--- src/rtl/cp0_exc_ctrl.sv ---
// Coprocessor-0 exception controller for the M stage: SR/Cause/EPC, exception/interrupt arbitration, mfc0/mtc0/eret.
// Optional BadVAddr register (reg 8) is enabled by defining CP0_BADVADDR_EN.
module cp0_exc_ctrl #(
    parameter logic [31:0] PRID_VALUE = 32'h0000_2023,
    parameter logic [31:0] HANDLER_PC = 32'h0000_4180
) (
    input  logic        clk,
    input  logic        reset,
    input  logic [4:0]  M_excCode,
    input  logic [31:0] M_pc,
    input  logic        M_bd,
    input  logic [5:0]  HWInt,
    input  logic        M_mtc0,
    input  logic        M_eret,
    input  logic [4:0]  M_addr,
    input  logic [31:0] M_wdata,
    input  logic [31:0] M_vaddr,
    output logic [31:0] M_rdata,
    output logic        req,
    output logic [31:0] req_pc,
    output logic [31:0] EPC_out
);

    localparam logic [4:0] REG_BADVADDR = 5'd8;
    localparam logic [4:0] REG_SR       = 5'd12;
    localparam logic [4:0] REG_CAUSE    = 5'd13;
    localparam logic [4:0] REG_EPC      = 5'd14;
    localparam logic [4:0] REG_PRID     = 5'd15;

    localparam logic [4:0] EXC_ADEL = 5'd4;
    localparam logic [4:0] EXC_ADES = 5'd5;

    logic [5:0]  sr_im;
    logic        sr_exl;
    logic        sr_ie;
    logic        cause_bd;
    logic [5:0]  cause_ip;
    logic [4:0]  cause_exc;
    logic [31:0] epc;

    logic        int_req;
    logic        exc_req;
    logic        wr_sr;
    logic        wr_epc;
    logic [31:0] epc_next;
    logic [31:0] sr_word;
    logic [31:0] cause_word;
    logic [31:0] badvaddr_word;

    // EXL masks both sources; an interrupt takes priority over a pending exception code.
    assign int_req = (|(HWInt & sr_im)) & sr_ie & ~sr_exl;
    assign exc_req = (M_excCode != 5'd0) & ~sr_exl;
    assign req     = int_req | exc_req;
    assign req_pc  = req ? HANDLER_PC : epc;
    assign EPC_out = epc;

    // A taken exception squashes the mtc0/eret sitting in M.
    assign wr_sr    = M_mtc0 & ~req & (M_addr == REG_SR);
    assign wr_epc   = M_mtc0 & ~req & (M_addr == REG_EPC);
    assign epc_next = M_bd ? (M_pc - 32'd4) : M_pc;

    assign sr_word    = {16'd0, sr_im, 8'd0, sr_exl, sr_ie};
    assign cause_word = {cause_bd, 15'd0, cause_ip, 3'd0, cause_exc, 2'd0};

    always_ff @(posedge clk) begin
        if (!reset) begin
            sr_im     <= 6'd0;
            sr_exl    <= 1'b0;
            sr_ie     <= 1'b0;
            cause_bd  <= 1'b0;
            cause_ip  <= 6'd0;
            cause_exc <= 5'd0;
            epc       <= 32'd0;
        end else begin
            cause_ip <= HWInt;
            if (req) begin
                sr_exl    <= 1'b1;
                cause_exc <= int_req ? 5'd0 : M_excCode;
                cause_bd  <= M_bd;
                epc       <= epc_next;
            end else begin
                if (wr_sr) begin
                    sr_im  <= M_wdata[15:10];
                    sr_exl <= M_wdata[1];
                    sr_ie  <= M_wdata[0];
                end else if (M_eret) begin
                    sr_exl <= 1'b0;
                end
                if (wr_epc) begin
                    epc <= M_wdata;
                end
            end
        end
    end

`ifdef CP0_BADVADDR_EN
    logic [31:0] badvaddr;

    // Only address-error exceptions that actually win arbitration capture the faulting address.
    always_ff @(posedge clk) begin
        if (!reset) begin
            badvaddr <= 32'd0;
        end else if (exc_req && !int_req &&
                     (M_excCode == EXC_ADEL || M_excCode == EXC_ADES)) begin
            badvaddr <= M_vaddr;
        end
    end

    assign badvaddr_word = badvaddr;
`else
    logic unused_vaddr;

    assign unused_vaddr  = ^{M_vaddr, EXC_ADEL, EXC_ADES};
    assign badvaddr_word = 32'd0;
`endif

    always_comb begin
        M_rdata = 32'd0;
        case (M_addr)
            REG_BADVADDR: M_rdata = badvaddr_word;
            REG_SR:       M_rdata = sr_word;
            REG_CAUSE:    M_rdata = cause_word;
            REG_EPC:      M_rdata = epc;
            REG_PRID:     M_rdata = PRID_VALUE;
            default:      M_rdata = 32'd0;
        endcase
    end

endmodule

--- config.mk ---
export PLATFORM = sky130hd
export DESIGN_NAME = cp0_exc_ctrl
export DESIGN_NICKNAME = d
export VERILOG_FILES = /design/src/rtl/cp0_exc_ctrl.sv
export SDC_FILE = /design/constraint.sdc
export NUM_CORES = 1
export LEC_CHECK = 0
export ABC_AREA = 1
export ABC_CLOCK_PERIOD_IN_PS = 1700
export CORE_MARGIN = 2
export CORE_UTILIZATION = 39
export DETAILED_ROUTE_END_ITERATION = 12
export PLACE_DENSITY = 0.88
export SLEW_MARGIN = 20
export SYNTH_ARGS = -nofsm -noshare
export SYNTH_HDL_FRONTEND = slang
export SYNTH_SLANG_ARGS = --single-unit
--- constraint.sdc ---
create_clock -name clk -period 1.7 [get_ports clk]
set_clock_uncertainty 0.1 [all_clocks]
set_input_delay 0.17 -clock clk [delete_from_list [all_inputs] [get_ports clk]]
set_output_delay 0.17 -clock clk [all_outputs]
set_load 0.02 [all_outputs]
# Word-level counts from Yosys, hierarchy flattened

Cells that the tools add are included.

Memories: 0
Memory bits (read-only): 0
Bits in writable memories: 0
Bits in registers: 52
Word-level logic and storage cells: 36
Input bits: 117
Latch bits: 0
Output and inout port bits: 97

Add/subtract/negate cells: 1
Reduce and logical (&&, ||, !) cells: 5
$lt $le $gt $ge: 0
Multipliers: 0
Shift-type cells: 0
Div/mod/pow operators: 0
Multiplexer cells: 9
Bitwise operators: 10
Equality and inequality tests: 4

Operators with widths:

| cell                                                                  | number |
|---|---|
| 32-bit two-way mux                                                    | 4 |
| 32-bit case mux with 4 select lines                                   | 1 |
| 32-bit by 3-bit subtractor with 32-bit output, second input constant  | 1 |
| 5-bit by 4-bit equality test with 1-bit output, second input constant | 4 |
| 1-bit bitwise AND                                                     | 6 |
| 6-bit bitwise AND                                                     | 1 |
| 6-bit OR reduction                                                    | 1 |
| 5-bit two-way mux                                                     | 1 |
| 5-bit nonzero test                                                    | 1 |
| 1-bit two-way mux                                                     | 3 |
| 3-bit nonzero test                                                    | 1 |
| 1-bit inverter                                                        | 2 |
| 2-bit AND reduction                                                   | 1 |
| 2-bit nonzero test                                                    | 1 |
| 1-bit bitwise OR                                                      | 1 |

# Logic depth before layout (Yosys ltp)

Gate-level depths: netlist of run 1.

Word-level depth: 10
Depth in mapped cells: 12

# Worst setup path before layout of run 1

OpenSTA, ideal clock, no wires.

Path kind: register to output
Start point: reg sr_im[1]
End point: out req_pc[22]
Required time: 1.430 ns
Path buffers: 3
Data arrival time: 1.491 ns
Cell stages (with the launch flop): 11
Slack: -0.061 ns
Cell sequence: dfxtp_1 > nand2_1 > nand2_1 > a21oi_2 > nand2_2 > nand3_4 > nand2_4 > buf_6 > buf_6 > buf_4 > nor2_1

Longest elaborated chain between the ends: 6

RTL lines:

| element                        | line | RTL |
|---|---|---|
| from (decl)                    | 33   | `logic [5:0] sr_im;` |
| from (signal assigned)         | 83   | `sr_im <= M_wdata[15:10];` |
| 6-bit bitwise AND              | 51   | `assign int_req = (\|(HWInt & sr_im)) & sr_ie & ~sr_exl;` |
| 6-bit OR reduction             | 51   |  |
| 1-bit bitwise AND (2 in a row) | 51   |  |
| 1-bit bitwise OR               | 53   | `assign req = int_req \| exc_req;` |
| net req                        | 19   | `output logic req,` |
| 32-bit two-way mux             | 54   | `assign req_pc = req ? HANDLER_PC : epc;` |
| to (decl)                      | 20   | `output logic [31:0] req_pc,` |

The timed path passes the listed nets, and every way through them passes these cells.

# Final worst setup path of run 1

Start point: reg sr_im[3]
End point: out req_pc[23]

Longest elaborated chain between the ends: 6

RTL lines:

| element                        | line |
|---|---|
| 6-bit bitwise AND              | 51 |
| 6-bit OR reduction             | 51 |
| 1-bit bitwise AND (2 in a row) | 51 |
| 1-bit bitwise OR               | 53 |
| 32-bit two-way mux             | 54 |

Every way passes these cells.

==> results_dict.tcl, run 1 <==
set metrics [dict create \
    layout_common_cells "163 x nand2_1, 108 x clkdlybuf4s50_1, 93 x nor2_1" \
    die_area_um2 10300 \
    cts_made_buffers 5 \
    setup_viol 59 \
    fmax_ghz 0.533 \
    max_stage_delay_ns 0.34 \
    grtUsageTotal_pct 27.5 \
    post_drt_wl_per_cell_um 14.9 \
    drv_slew 0 \
    power_density_nw_per_um2 540 \
    port_buffers 181 \
    power.total_uw 3540 \
    hold_viol_final 0 \
    viasPerCell 5.01 \
    place_congestion 0.964 \
    path_max_fanout 14 \
    hp-class "in2reg" \
    synth-simple-area-share_pct 39.4 \
    ys.flop_type "dfxtp_1" \
    area_growth_pct 77.5 \
    hold-path-endpoint "cause_ip[2]" \
    drtPass1Iterations 5 \
    synth_cell_types 36 \
    final_common_cell "nand2_1" \
    cts_sinks 52 \
    path_cells "nand2_1 > nand2_1 > a21oi_2 > nand2_2 > nand3_4 > nand2_8 > buf_12 > nor2_1 > buf_4" \
    coreArea_um2 9200 \
    synth_compound_area_share_pct 16.2 \
    p_leak_uw 0.00297 \
    yosysSeqAreaShare_pct 28.2 \
    hold_depth 3 \
    die_w_um 101 \
    irDropWorstVdd_mv 0.447 \
    synth-edff-count 0 \
    r2r-end "sr_im[1]" \
    final_util_pct 71.2 \
    die_y_um 101 \
    failed_checks "negative setup slack" \
    clockBufferDepth 2 \
    clock_latency_ns 0.31 \
    dp_hpwl_mm 11.5 \
    postLayoutSetupSlackWorst_ns -0.178 \
    drtIter0Drc 164 \
    avgSynthCellArea_um2 5.85 \
    cp.required_ns 1.43 \
    synthAdderAreaFrac_pct 0.339 \
    grt_first_pass_wirelength_mm 22.4 \
    worst_setup_path_end_kind "output port" \
    slowest_stage "dfxtp_2" \
    cp_common_cell "nand2_1" \
    ios 214 \
    max_slew_margin_pct 78.2 \
    rows 35 \
    netlist_area_um2 3690 \
    yosys_register_bits 52 \
    remaining_drc_errors 0 \
    yosys_warnings 0 \
    path_clk_slew_ns 0.12 \
    wirelength_mm 14.8 \
    rsz0062_at_grt "true" \
    cap_violations 0 \
    worstSetupStartpoint "sr_im[3]" \
    final_nets 997 \
    antenna_found_initial 1 \
    cts_root_buffer "clkbuf_8" \
    h-tree-depth 2 \
    cp.arrival_ns 1.61 \
    first_global_vias 4727 \
    setup.worst_path.start_class "flop" \
    overflow 0 \
    antenna_left 0 \
    initial_core_util_pct 40.1 \
    r2r-start "sr_im[3]" \
    postCtsHoldBufs 0 \
    synthArstFlopShare_pct 0 \
    crit_buf_inv 2 \
    worst_pin_slew_ns 0.325 \
    drive_gt1_share_pct 29.8 \
    cts_tree "built" \
    grt_max_degree 22 \
    synth-xor-area-share_pct 3.32 \
    fin_crit_ns 1.88 \
    syn_inst 630 \
    status "complete, but fails checks" \
    path_delay_family "simple AND/OR/NAND/NOR gates" \
    r2r_cells 12 \
    syn_nets 748 \
    min-delay-start "HWInt[2]" \
    reg2reg_slack_ns -0.14 \
    num_vias 4962 \
    dp_slack_ns -0.621 \
    synth_top_family_by_area "simple AND/OR/NAND/NOR gates" \
    worstSetupPathType "reg2out" \
    muxShareOfSynthArea_pct 0 \
    fin_crit_sh_pct 110 \
]
==> worst max-delay path by stage <==
| stage | to | slack (ns) | depth (start not counted) |
|---|---|---|---|
| after floorplan | req_pc[22] | -0.06 | 10 |
| after global placement | req_pc[2] | -0.59 | 10 |
| after detailed placement | req_pc[4] | -0.62 | 10 |
| after CTS | req_pc[4] | -0.16 | 9 |
| after global routing | req_pc[20] | -0.23 | 9 |
| final | req_pc[23] | -0.18 | 9 |
==> worst reg2reg max path, delay by kind of cell, from the launching register on <==
| family | cells | cell delay (ns) |
|---|---|---|
| buf+inv | 3 | 0.39 |
| simple gates | 8 | 0.74 |
| flops | 1 | 0.34 |
| compound gates | 1 | 0.16 |
==> cells by family (layout without fill, tap and decap cells) <==
family | count (synthesis) | after routing
simple gates | 353 | 353
buf+inv | 107 | 356
compound gates | 103 | 103
flops | 52 | 52
xor+xnor | 14 | 14
fa+ha+maj | 1 | 1
other cells | 0 | 1
==> repair_timing <==
action	in CTS	in global routing
pin swaps	9	9
resized for setup	364	86
cloned	1	0
buffers inserted	2	1
endpoints found under the setup margin	90	93
==> cells in the mapped netlist, drive strengths merged (2+ instances only) <==
cell / instances / area [um^2]
nand2: 180 / 691
nor2: 136 / 523
inv: 80 / 300
dfxtp: 52 / 1040
o21ai: 48 / 240
a21oi: 30 / 158
nand3: 21 / 133
buf: 16 / 120
o211ai: 14 / 105
clkbuf: 10 / 37.5
a211oi: 7 / 62.6
nand4: 7 / 43.8
xnor2: 7 / 61.3
xor2: 7 / 61.3
nor3: 5 / 35.0
and2: 2 / 12.5
nand3b: 2 / 15.0
o21bai: 2 / 15.0
==> state kept, by name, summed over array words and instances, names as in the netlist <==
signal     cells
EPC_out       32
cause_bd       1
cause_exc      5
cause_ip       6
sr_exl         1
sr_ie          1
sr_im          6
==> area by class of cell <==
| class | count | area [um^2] |
|---|---|---|
| multi-input combinational | 471 | 2520 |
| antenna | 1 | 2.50 |
| clock inverter | 1 | 5.00 |
| tap | 111 | 139 |
| clock buffer | 6 | 72.6 |
| fill | 747 | 2650 |
| timing repair buffer | 268 | 2450 |
| sequential | 52 | 1050 |
| inverter | 81 | 310 |
==> power by group <==
group | switching (uW) | internal [uW] | total (uW)
clock network | 445 | 283 | 728
registers | 59.8 | 1310 | 1370
logic | 753 | 684 | 1440
total | 1260 | 2280 | 3540
==> metrics by stage <==
stage,instance area [um^2],cells,TNS (ns),hold slack (ns)
final,6550,991,-6.91,0.303
after floorplan,3700,630,-0.960,0.163
after global placement,6200,979,-48.06,0.359
after CTS,6270,989,-5.79,0.304
after global routing,6550,991,-9.96,0.320
after detailed placement,6200,979,-51.57,0.366
==> layer usage <==
metal  share of wire (%)  routed length [um]  vias to the layer above  track usage, %
li1                    -                   -                     2481               -
met1                  41                6080                     2251            33.3
met2                  49                7280                      205            50.0
met3                 7.6                1130                       25            5.38
met4                 2.1                 309                        0            6.65
met5                   0                   0                        -               0
No activity file was read; power rests on OpenSTA's default activity.
==> run 2: changes to the inputs <==
--- a/config.mk
+++ b/config.mk
@@ -9,6 +9,7 @@
 export ABC_CLOCK_PERIOD_IN_PS = 1700
 export CORE_MARGIN = 2
 export CORE_UTILIZATION = 39
+export CTS_CLUSTER_SIZE = 30
 export DETAILED_ROUTE_END_ITERATION = 12
 export PLACE_DENSITY = 0.88
 export SLEW_MARGIN = 20
==> results of run 2 <==
Same layout as run 1: the final DEF is identical, and so are final timing and power.
==> run 3: changes to the inputs <==
--- a/config.mk
+++ b/config.mk
@@ -9,7 +9,6 @@
 export ABC_CLOCK_PERIOD_IN_PS = 1700
 export CORE_MARGIN = 2
 export CORE_UTILIZATION = 39
-export CTS_CLUSTER_SIZE = 30
 export DETAILED_ROUTE_END_ITERATION = 12
 export PLACE_DENSITY = 0.88
 export SLEW_MARGIN = 20
==> results of run 3 <==
Same layout as run 1: the final DEF is identical, and so are final timing and power.
